===== src/rtl/reaction_task_sequencer.sv =====
// reaction_task_sequencer: runs a session of reaction-time trials on the VGA display
// and scores each trial in video frames.
module reaction_task_sequencer #(
  parameter int         NUM_TASKS  = 8,
  parameter int         DELAY_MIN  = 30,
  parameter logic [7:0] DELAY_MASK = 8'h3F,
  parameter int         TIMEOUT    = 90,
  parameter logic [7:0] LFSR_SEED  = 8'hA5
) (
  input  logic       clk,
  input  logic       rst,
  input  logic       start,
  input  logic       fire,
  input  logic [9:0] hCount,
  input  logic [9:0] vCount,
  output logic       rect_enable,
  output logic       task_active,
  output logic [7:0] reaction_frames,
  output logic [3:0] hits,
  output logic [3:0] misses,
  output logic [3:0] task_idx,
  output logic       done,
  output logic [2:0] state
);
  localparam logic [2:0] IDLE = 3'd0;
  localparam logic [2:0] LOAD = 3'd1;
  localparam logic [2:0] WAIT = 3'd2;
  localparam logic [2:0] SHOW = 3'd3;
  localparam logic [2:0] NEXT = 3'd4;
  localparam logic [2:0] DONE = 3'd5;
  logic [7:0] lfsr;
  logic [7:0] show_cnt;
  logic [8:0] delay_cnt;
  logic       hv_prev;
  logic       hv_zero;
  logic       frame_tick;
  logic       lfsr_fb;
  assign hv_zero    = (hCount == 10'd0) && (vCount == 10'd0);
  // edge-detect so a pixel held for several clocks still yields a single tick
  assign frame_tick = hv_zero && !hv_prev;
  assign lfsr_fb    = lfsr[7] ^ lfsr[5] ^ lfsr[4] ^ lfsr[3];
  always_ff @(posedge clk or negedge rst) begin
    if (!rst) begin
      state           <= IDLE;
      rect_enable     <= 1'b0;
      task_active     <= 1'b0;
      reaction_frames <= 8'd0;
      hits            <= 4'd0;
      misses          <= 4'd0;
      task_idx        <= 4'd0;
      done            <= 1'b0;
      lfsr            <= LFSR_SEED;
      show_cnt        <= 8'd0;
      delay_cnt       <= 9'd0;
      hv_prev         <= 1'b0;
    end else begin
      lfsr    <= {lfsr[6:0], lfsr_fb};
      hv_prev <= hv_zero;
      case (state)
        IDLE, DONE: if (start) begin
          state           <= LOAD;
          task_active     <= 1'b1;
          done            <= 1'b0;
          hits            <= 4'd0;
          misses          <= 4'd0;
          task_idx        <= 4'd0;
          reaction_frames <= 8'd0;
        end
        LOAD: begin
          delay_cnt <= 9'(DELAY_MIN) + {1'b0, lfsr & DELAY_MASK};
          state     <= WAIT;
        end
        // a press before the rectangle is visible is a false start, even on the show tick
        WAIT: if (fire) begin
          misses          <= misses + 4'd1;
          reaction_frames <= 8'hFF;
          state           <= NEXT;
        end else if (frame_tick) begin
          if (delay_cnt == 9'd0) begin
            state       <= SHOW;
            rect_enable <= 1'b1;
            show_cnt    <= 8'd0;
          end else begin
            delay_cnt <= delay_cnt - 9'd1;
          end
        end
        SHOW: if (fire) begin
          hits            <= hits + 4'd1;
          reaction_frames <= show_cnt;
          rect_enable     <= 1'b0;
          state           <= NEXT;
        end else if (frame_tick) begin
          if (show_cnt == 8'(TIMEOUT - 1)) begin
            misses          <= misses + 4'd1;
            reaction_frames <= 8'hFF;
            rect_enable     <= 1'b0;
            state           <= NEXT;
          end else begin
            show_cnt <= show_cnt + 8'd1;
          end
        end
        NEXT: if (task_idx == 4'(NUM_TASKS - 1)) begin
          state       <= DONE;
          done        <= 1'b1;
          task_active <= 1'b0;
        end else begin
          task_idx <= task_idx + 4'd1;
          state    <= LOAD;
        end
        default: state <= IDLE;
      endcase
    end
  end
endmodule


===== config.mk =====
export PLATFORM = sky130hd
export DESIGN_NAME = reaction_task_sequencer
export DESIGN_NICKNAME = d
export VERILOG_FILES = /design/src/rtl/reaction_task_sequencer.sv
export SDC_FILE = /design/constraint.sdc
export NUM_CORES = 1
export LEC_CHECK = 0
export ABC_CLOCK_PERIOD_IN_PS = 3300
export BUFFER_PORTS_ARGS = -buffer_cell sky130_fd_sc_hd__buf_2
export CAP_MARGIN = 40
export CORE_UTILIZATION = 57
export DETAILED_ROUTE_END_ITERATION = 6
export PLACE_DENSITY = 0.8
export SYNTH_ARGS = -nofsm -noshare
export SYNTH_HDL_FRONTEND = slang
export SYNTH_SLANG_ARGS = --single-unit

===== constraint.sdc =====
create_clock -name clk -period 3.3 [get_ports clk]
set_clock_uncertainty 0.05 [all_clocks]
set_input_delay 0.495 -clock clk [delete_from_list [all_inputs] [get_ports clk]]
set_output_delay 0.495 -clock clk [all_outputs]
set_load 0.005 [all_outputs]

==> flow_summary.toml, run 1 <==
[synthesis]
synth_cell_types = 67
synth_nets = 359
synth_warnings = 0
synth_cells = 328
syn-cell-area_sq_um = 3090
synth-simple-area-share_pct = 28.3
synth_edf_count = 0
synthAdderAreaFrac_pct = 2.84
synth-xor-area-share_pct = 3.40
synthMuxAreaShare_pct = 1.70
synth_top_family_by_area = "simple AND/OR/NAND/NOR gates"
synth-main-ff-cell = "dfrtp_1"
yosysSeqAreaShare_pct = 42.3
synth-seq-cells = 52
avgSynthCellArea_sq_um = 9.42
synth-compound-area-share_pct = 18.2
async_flop_share_pct = 100

[worst_setup_path]
critical_path_class = "reg -> reg"
critPathLaunchType = "register"
crit_fanout = 8
required_ps = 3470
endpoint_kind = "register"
critical_path_arrival_ps = 2840

[sta]
min_period_over_period_pct = 81.1
tns_ps = 0
hold_viol = 0
relSlewSlack_pct = 57.7
rsz0062_at_grt = "false"
setup_viol = 0
worst_slew_pin_slew_ps = 635
timing.fmax_mhz = 374
finalMaxSlewViolations = 0
layout_min_cycle_time_ps = 2680

[route]
avgRoutedWirePerCell_um = 15.8
drc = 0
drt_pass1_iterations = 4
routed-via-count = 2771
vias_per_cell = 6.21
antenna_left = 0
drt_wl_total_mm = 7.07
drtIter0Drc = 203

[clock_network]
clock_latency_ps = 310
cts_sinks = 52
holdBufCountCts = 0
cts_buffers = 5
clockBufferDepth = 2
cts_root_buf = "clkbuf_8"
cts_setup_buffers = 0
cts_tree = "built"
htreeDepth = 2
cts_resized = 0
clkTransAtPathRegs_ps = 100

[power]
p_per_area_nw_per_um2 = 736
p_leak_nw = 1.60
peakVddDrop_uv = 378
p_total_mw = 2.60

[floorplan]
fp.dieW_um = 75.6
start_util_pct = 59.7
fp.coreArea_sq_um = 5170
die_area_sq_um = 5720
die_y_um = 75.6
row_count = 26
io_pins = 50

[finish]
drive_above_1_share_pct = 22.9
n_antenna_cell = 0
nNetsFinal = 406
syn_to_final_growth_pct = 14.1

[global_route]
grt.overflow.total = 0
grt_pass1_wl_mm = 11.7
grt_pass1_vias = 2538
grt.total_usage_pct = 27.0
grt_start_max_net_pins = 36
antenna_found_initial = 0

[placement]
dp_hpwl_mm = 5.06
port-buffer-count = 49
gp_congestion = 0.922

[min_path]
hold_path_class = "in -> async"

[flow_run]
drv_cap = 0

[outcome]
status = "finished clean"
## layout by cell type, fill, tap and decap left out, types with 3 or more instances in the layout
| master | instances |
|---|---|
| nor3b_1 | 4 |
| o2bb2ai_1 | 8 |
| or3_1 | 6 |
| clkbuf_8 | 6 |
| dfstp_2 | 4 |
| o22ai_1 | 3 |
| a211oi_1 | 3 |
| o21ai_0 | 18 |
| nor2b_1 | 4 |
| mux2i_1 | 3 |
| a31oi_1 | 6 |
| nor4_1 | 5 |
| nand2b_1 | 6 |
| nand3_1 | 12 |
| xnor2_1 | 3 |
| nand4_1 | 4 |
| dfrtp_1 | 48 |
| buf_4 | 7 |
| nand2_1 | 26 |
| a21o_1 | 4 |
| o211ai_1 | 3 |
| buf_2 | 49 |
| inv_1 | 7 |
| xor2_1 | 9 |
| o31ai_1 | 5 |
| or4_1 | 8 |
| ha_1 | 7 |
| a21oi_1 | 10 |
| nor3_1 | 10 |
| nor2_1 | 34 |
| and3_1 | 8 |
## final timing paths
kind | from | to | slack [ps] | depth (start not counted)
worst max-delay path | delay_cnt[0] | show_cnt[4] | 620 | 7
worst min-delay path | rst | state[2] | 40 | 1
worst max register to register | delay_cnt[0] | show_cnt[4] | 620 | 7
worst min register to register | lfsr[6] | lfsr[7] | 310 | 0
max in group asynchronous | rst | lfsr[2] | 2330 | 2
min in group clk | lfsr[6] | lfsr[7] | 310 | 0
## cells by family (layout without fill, tap and decap cells)
group | after synthesis | after routing
AO/OA/AOI/OAI | 79 | 79
XOR/XNOR | 12 | 12
adder cells (fa/ha/maj) | 7 | 7
buffers and inverters | 24 | 72
flip-flops | 52 | 52
multiplexers | 5 | 5
AND/OR/NAND/NOR | 149 | 149
## routing by layer
metal	wire (um)	track usage (%)	part of all wire [%]
met5	0	0	0
met4	84	7.82	1.2
met3	407	4.10	5.8
met2	3280	43.7	46
met1	3300	37.7	47
## where the power goes
part           internal, mW  total, mW  switching (mW)
logic                 0.498       1.19           0.693
clock network         0.248      0.463           0.215
registers             0.783      0.941           0.158
total                  1.53       2.60            1.07
## synthesized netlist by cell type (all sizes together) (4+ instances only)
library cell   n  area share, %
dfrtp         48             39
nor2          34            4.1
nand2         26            3.2
o21ai         19            3.1
nand3         13            2.3
a21oi         11            1.9
clkbuf        11            1.3
nor3          11            2.1
or4           10            2.7
xor2           9            2.6
and3           8            1.6
nor4           8            2.5
o2bb2ai        8            2.3
ha             7            2.8
inv            7           0.85
a31oi          6            1.2
nand2b         6            1.2
nand4          6            1.9
or3            6            1.2
buf            5           0.97
o31ai          5            1.2
a21o           4           0.97
dfstp          4            3.4
nor2b          4           0.81
nor3b          4           0.97
## final cells by class
cell class                 instances  area, sq um
clock buffer                       6         82.6
clock inverter                     2         38.8
fill                             439         1650
inverter                           8         30.0
multi-input combinational        252         1680
sequential                        52         1310
tap                               70         87.6
timing repair buffer              56          298
## per-stage QoR
step	std cells	setup slack (ps)	hold slack, ps	util [%]	instance area, sq um
after floorplan	328	862	149	-	3090
after global placement	438	680	285	65.8	3400
after detailed placement	438	602	293	65.8	3400
after CTS	446	675	60.2	68.1	3520
after global routing	446	508	69.2	68.1	3520
final	446	624	42.3	68.1	3520
## critical path, stage by stage (launching register included)
cell and delay, ps:
dfrtp_1 380, inv_1 140, ha_1 210, or3b_1 500
o41ai_4 440, nand4_2 300, or2_1 350, o31ai_1 220
## flip-flops by register name (all words and copies together), names as in the netlist, 3 cells and up
register         cells
delay_cnt            9
lfsr                 8
reaction_frames      8
show_cnt             8
hits                 4
misses               4
task_idx             4
state                3
No activity file was read; power rests on OpenSTA's default activity.
==> inputs of run 2 (changes only) <==
--- a/config.mk
+++ b/config.mk
@@ -5,12 +5,13 @@
 export SDC_FILE = /design/constraint.sdc
 export NUM_CORES = 1
 export LEC_CHECK = 0
-export ABC_CLOCK_PERIOD_IN_PS = 3300
+export ABC_AREA = 1
+export ABC_CLOCK_PERIOD_IN_PS = 2400
 export BUFFER_PORTS_ARGS = -buffer_cell sky130_fd_sc_hd__buf_2
 export CAP_MARGIN = 40
-export CORE_UTILIZATION = 57
+export CORE_UTILIZATION = 51
 export DETAILED_ROUTE_END_ITERATION = 6
-export PLACE_DENSITY = 0.8
+export PLACE_DENSITY = 0.76
 export SYNTH_ARGS = -nofsm -noshare
 export SYNTH_HDL_FRONTEND = slang
 export SYNTH_SLANG_ARGS = --single-unit
==> constraint.sdc (replaced) <==
create_clock -name clk -period 2.4 [get_ports clk]
set_clock_uncertainty 0.05 [all_clocks]
set_input_delay 0.36 -clock clk [delete_from_list [all_inputs] [get_ports clk]]
set_output_delay 0.36 -clock clk [all_outputs]
set_load 0.005 [all_outputs]
==> flow_summary.toml, run 2 <==
[placement]
dp_hpwl_mm = 4.66
gp_congestion = 0.853
port-buffer-count = 49
place_area_sq_um = 3370
dp_cells = 515

[finish]
syn_to_final_growth_pct = 13.8
regMostFlops = "delay_cnt"
mostFrequentLayoutCells = "114 x nand2_1, 49 x buf_2, 48 x dfrtp_1"
fin_cells = 523
largest_reg_flops = 9
final_common_cell = "nand2_1"
nNetsFinal = 481
multiInputGateArea_sq_um = 1530
n_antenna_cell = 0
fillCellCount = 501
post-route-cell-area_sq_um = 3510
drive_above_1_share_pct = 24.4
seqCellArea_sq_um = 1310

[clock_network]
cts_setup_buffers = 0
clockBufferDepth = 2
cts_tree = "built"
clkTransAtPathRegs_ps = 100
clock_latency_ps = 320
holdBufCountCts = 0
cts_root_buf = "clkbuf_8"
htreeDepth = 2
cts_sinks = 52
cts_resized = 0
cts_buffers = 5

[global_route]
grt_start_max_net_pins = 36
grt.total_usage_pct = 22.0
antenna_found_initial = 0
grt_pass1_vias = 2525
grt.overflow.total = 0
grt_pass1_wl_mm = 11.0

[floorplan]
row_count = 27
die_y_um = 79.8
fp.coreArea_sq_um = 5680
io_pins = 50
fp.dieW_um = 79.8
start_util_pct = 54.4
die_area_sq_um = 6370

[synthesis]
synth-main-ff-cell = "dfrtp_1"
syn-cell-area_sq_um = 3090
avgSynthCellArea_sq_um = 7.76
synth-seq-cells = 52
synth_nets = 429
synth_cell_types = 39
synth_commonest_cells = "114 x nand2_1, 48 x dfrtp_1, 41 x inv_1, 38 x nor2_1, 32 x nand3_1"
yosysSeqAreaShare_pct = 42.3
synth_area_leaders = "dfrtp_1 39%, nand2_1 14%, nand3_1 5.2%, inv_1 5.0%, nor2_1 4.6%"
synth.top_cell.area_share_pct = 38.9
synth_edf_count = 0
async_flop_share_pct = 100
synth_warnings = 0
yosysMostFrequentCell = "nand2_1"
synth_top_cell_by_area = "dfrtp_1"
synth_cells = 398

[route]
drt_wl_total_mm = 6.20
drt_pass1_iterations = 5
routed-via-count = 2708
avgRoutedWirePerCell_um = 11.9
vias_per_cell = 5.18
antenna_left = 0
drc = 0
drtIter0Drc = 165

[power]
peakVddDrop_uv = 437
p_per_area_nw_per_um2 = 1090
p_leak_nw = 1.80

[min_path]
hold_path_class = "in -> async"

[outcome]
status = "finished clean"

[worst_setup_path]
endpoint_kind = "register"
critical_path_arrival_ps = 2190
crit_fanout = 10
required_ps = 2560
critPathLaunchType = "register"
critical_path_class = "reg -> reg"

[sta]
holdWs_ps = 47.8
relSlewSlack_pct = 49.8
setup_viol = 0
timing.fmax_mhz = 492
worst_slew_pin_slew_ps = 753
min_period_over_period_pct = 84.8
hold_viol = 0
finalMaxSlewViolations = 0
tns_ps = 0
rsz0062_at_grt = "false"
layout_min_cycle_time_ps = 2030

[flow_run]
drv_cap = 0
## run 2: final timing paths
path	startpoint	endpoint	slack, ps	depth (start not counted)
max in group asynchronous	rst	show_cnt[0]	1600	2
min in group clk	lfsr[6]	lfsr[7]	320	0
min	rst	delay_cnt[2]	50	1
max reg2reg	state[0]	misses[2]	370	9
min reg2reg	lfsr[6]	lfsr[7]	320	0
max	state[0]	misses[2]	370	9
## run 2: worst max-delay path, cell delays in order, from the launching register on
cell     delay [ps]
dfrtp_1         650
nand2_1         330
nor2_1          300
inv_2           100
nand3_1         110
nor2_1           70
nand2_2         120
inv_2            60
nand2_1          80
o21ai_2          50
## run 2: power breakdown
group	total, mW	internal, mW	leakage (nW)	switching, mW
combinational	1.74	0.611	1.06	1.13
clock	0.728	0.420	0.0687	0.308
sequential	1.37	1.10	0.671	0.269
total	3.83	2.13	1.80	1.70
## run 2: kinds of logic after synthesis
kind of cell	count (synthesis)	synth area share, %
and+or+nand+nor	221	33.2
buffers and inverters	55	7.99
AOI/OAI and AO/OA	54	11.1
DFF	52	42.3
xor gates and xnor gates	9	2.55
adders and majority gates	7	2.84
## run 2: routing by layer
layer / track usage, % / share of wire, % / up-vias
met3: 4.00 / 5.1 / 10
met5: 0 / 0 / -
met2: 36.5 / 46 / 84
met1: 29.0 / 47 / 1238
met4: 6.96 / 1.7 / 0
li1: - / - / 1376
## run 2: cell type report
| type | instances | share of cell area [%] |
|---|---|---|
| multi-input cells | 291 | 43.7 |
| flip-flops and latches | 52 | 37.2 |
| repair buffers | 51 | 7.41 |
| inverters | 49 | 5.24 |
| well taps | 72 | 2.57 |
| clock buffers | 5 | 1.96 |
| clock inverters | 3 | 1.96 |
## run 2: through the flow
step / power, mW / worst slack [ps] / utilization [%]
2_1_floorplan: 2.77 / 757 / -
3_3_place_gp: 3.06 / 493 / 59.5
3_5_place_dp: 3.12 / 408 / 59.5
4_1_cts: 3.85 / 377 / 61.9
5_1_grt: 4.18 / 159 / 61.9
6_report: 3.83 / 366 / 61.9
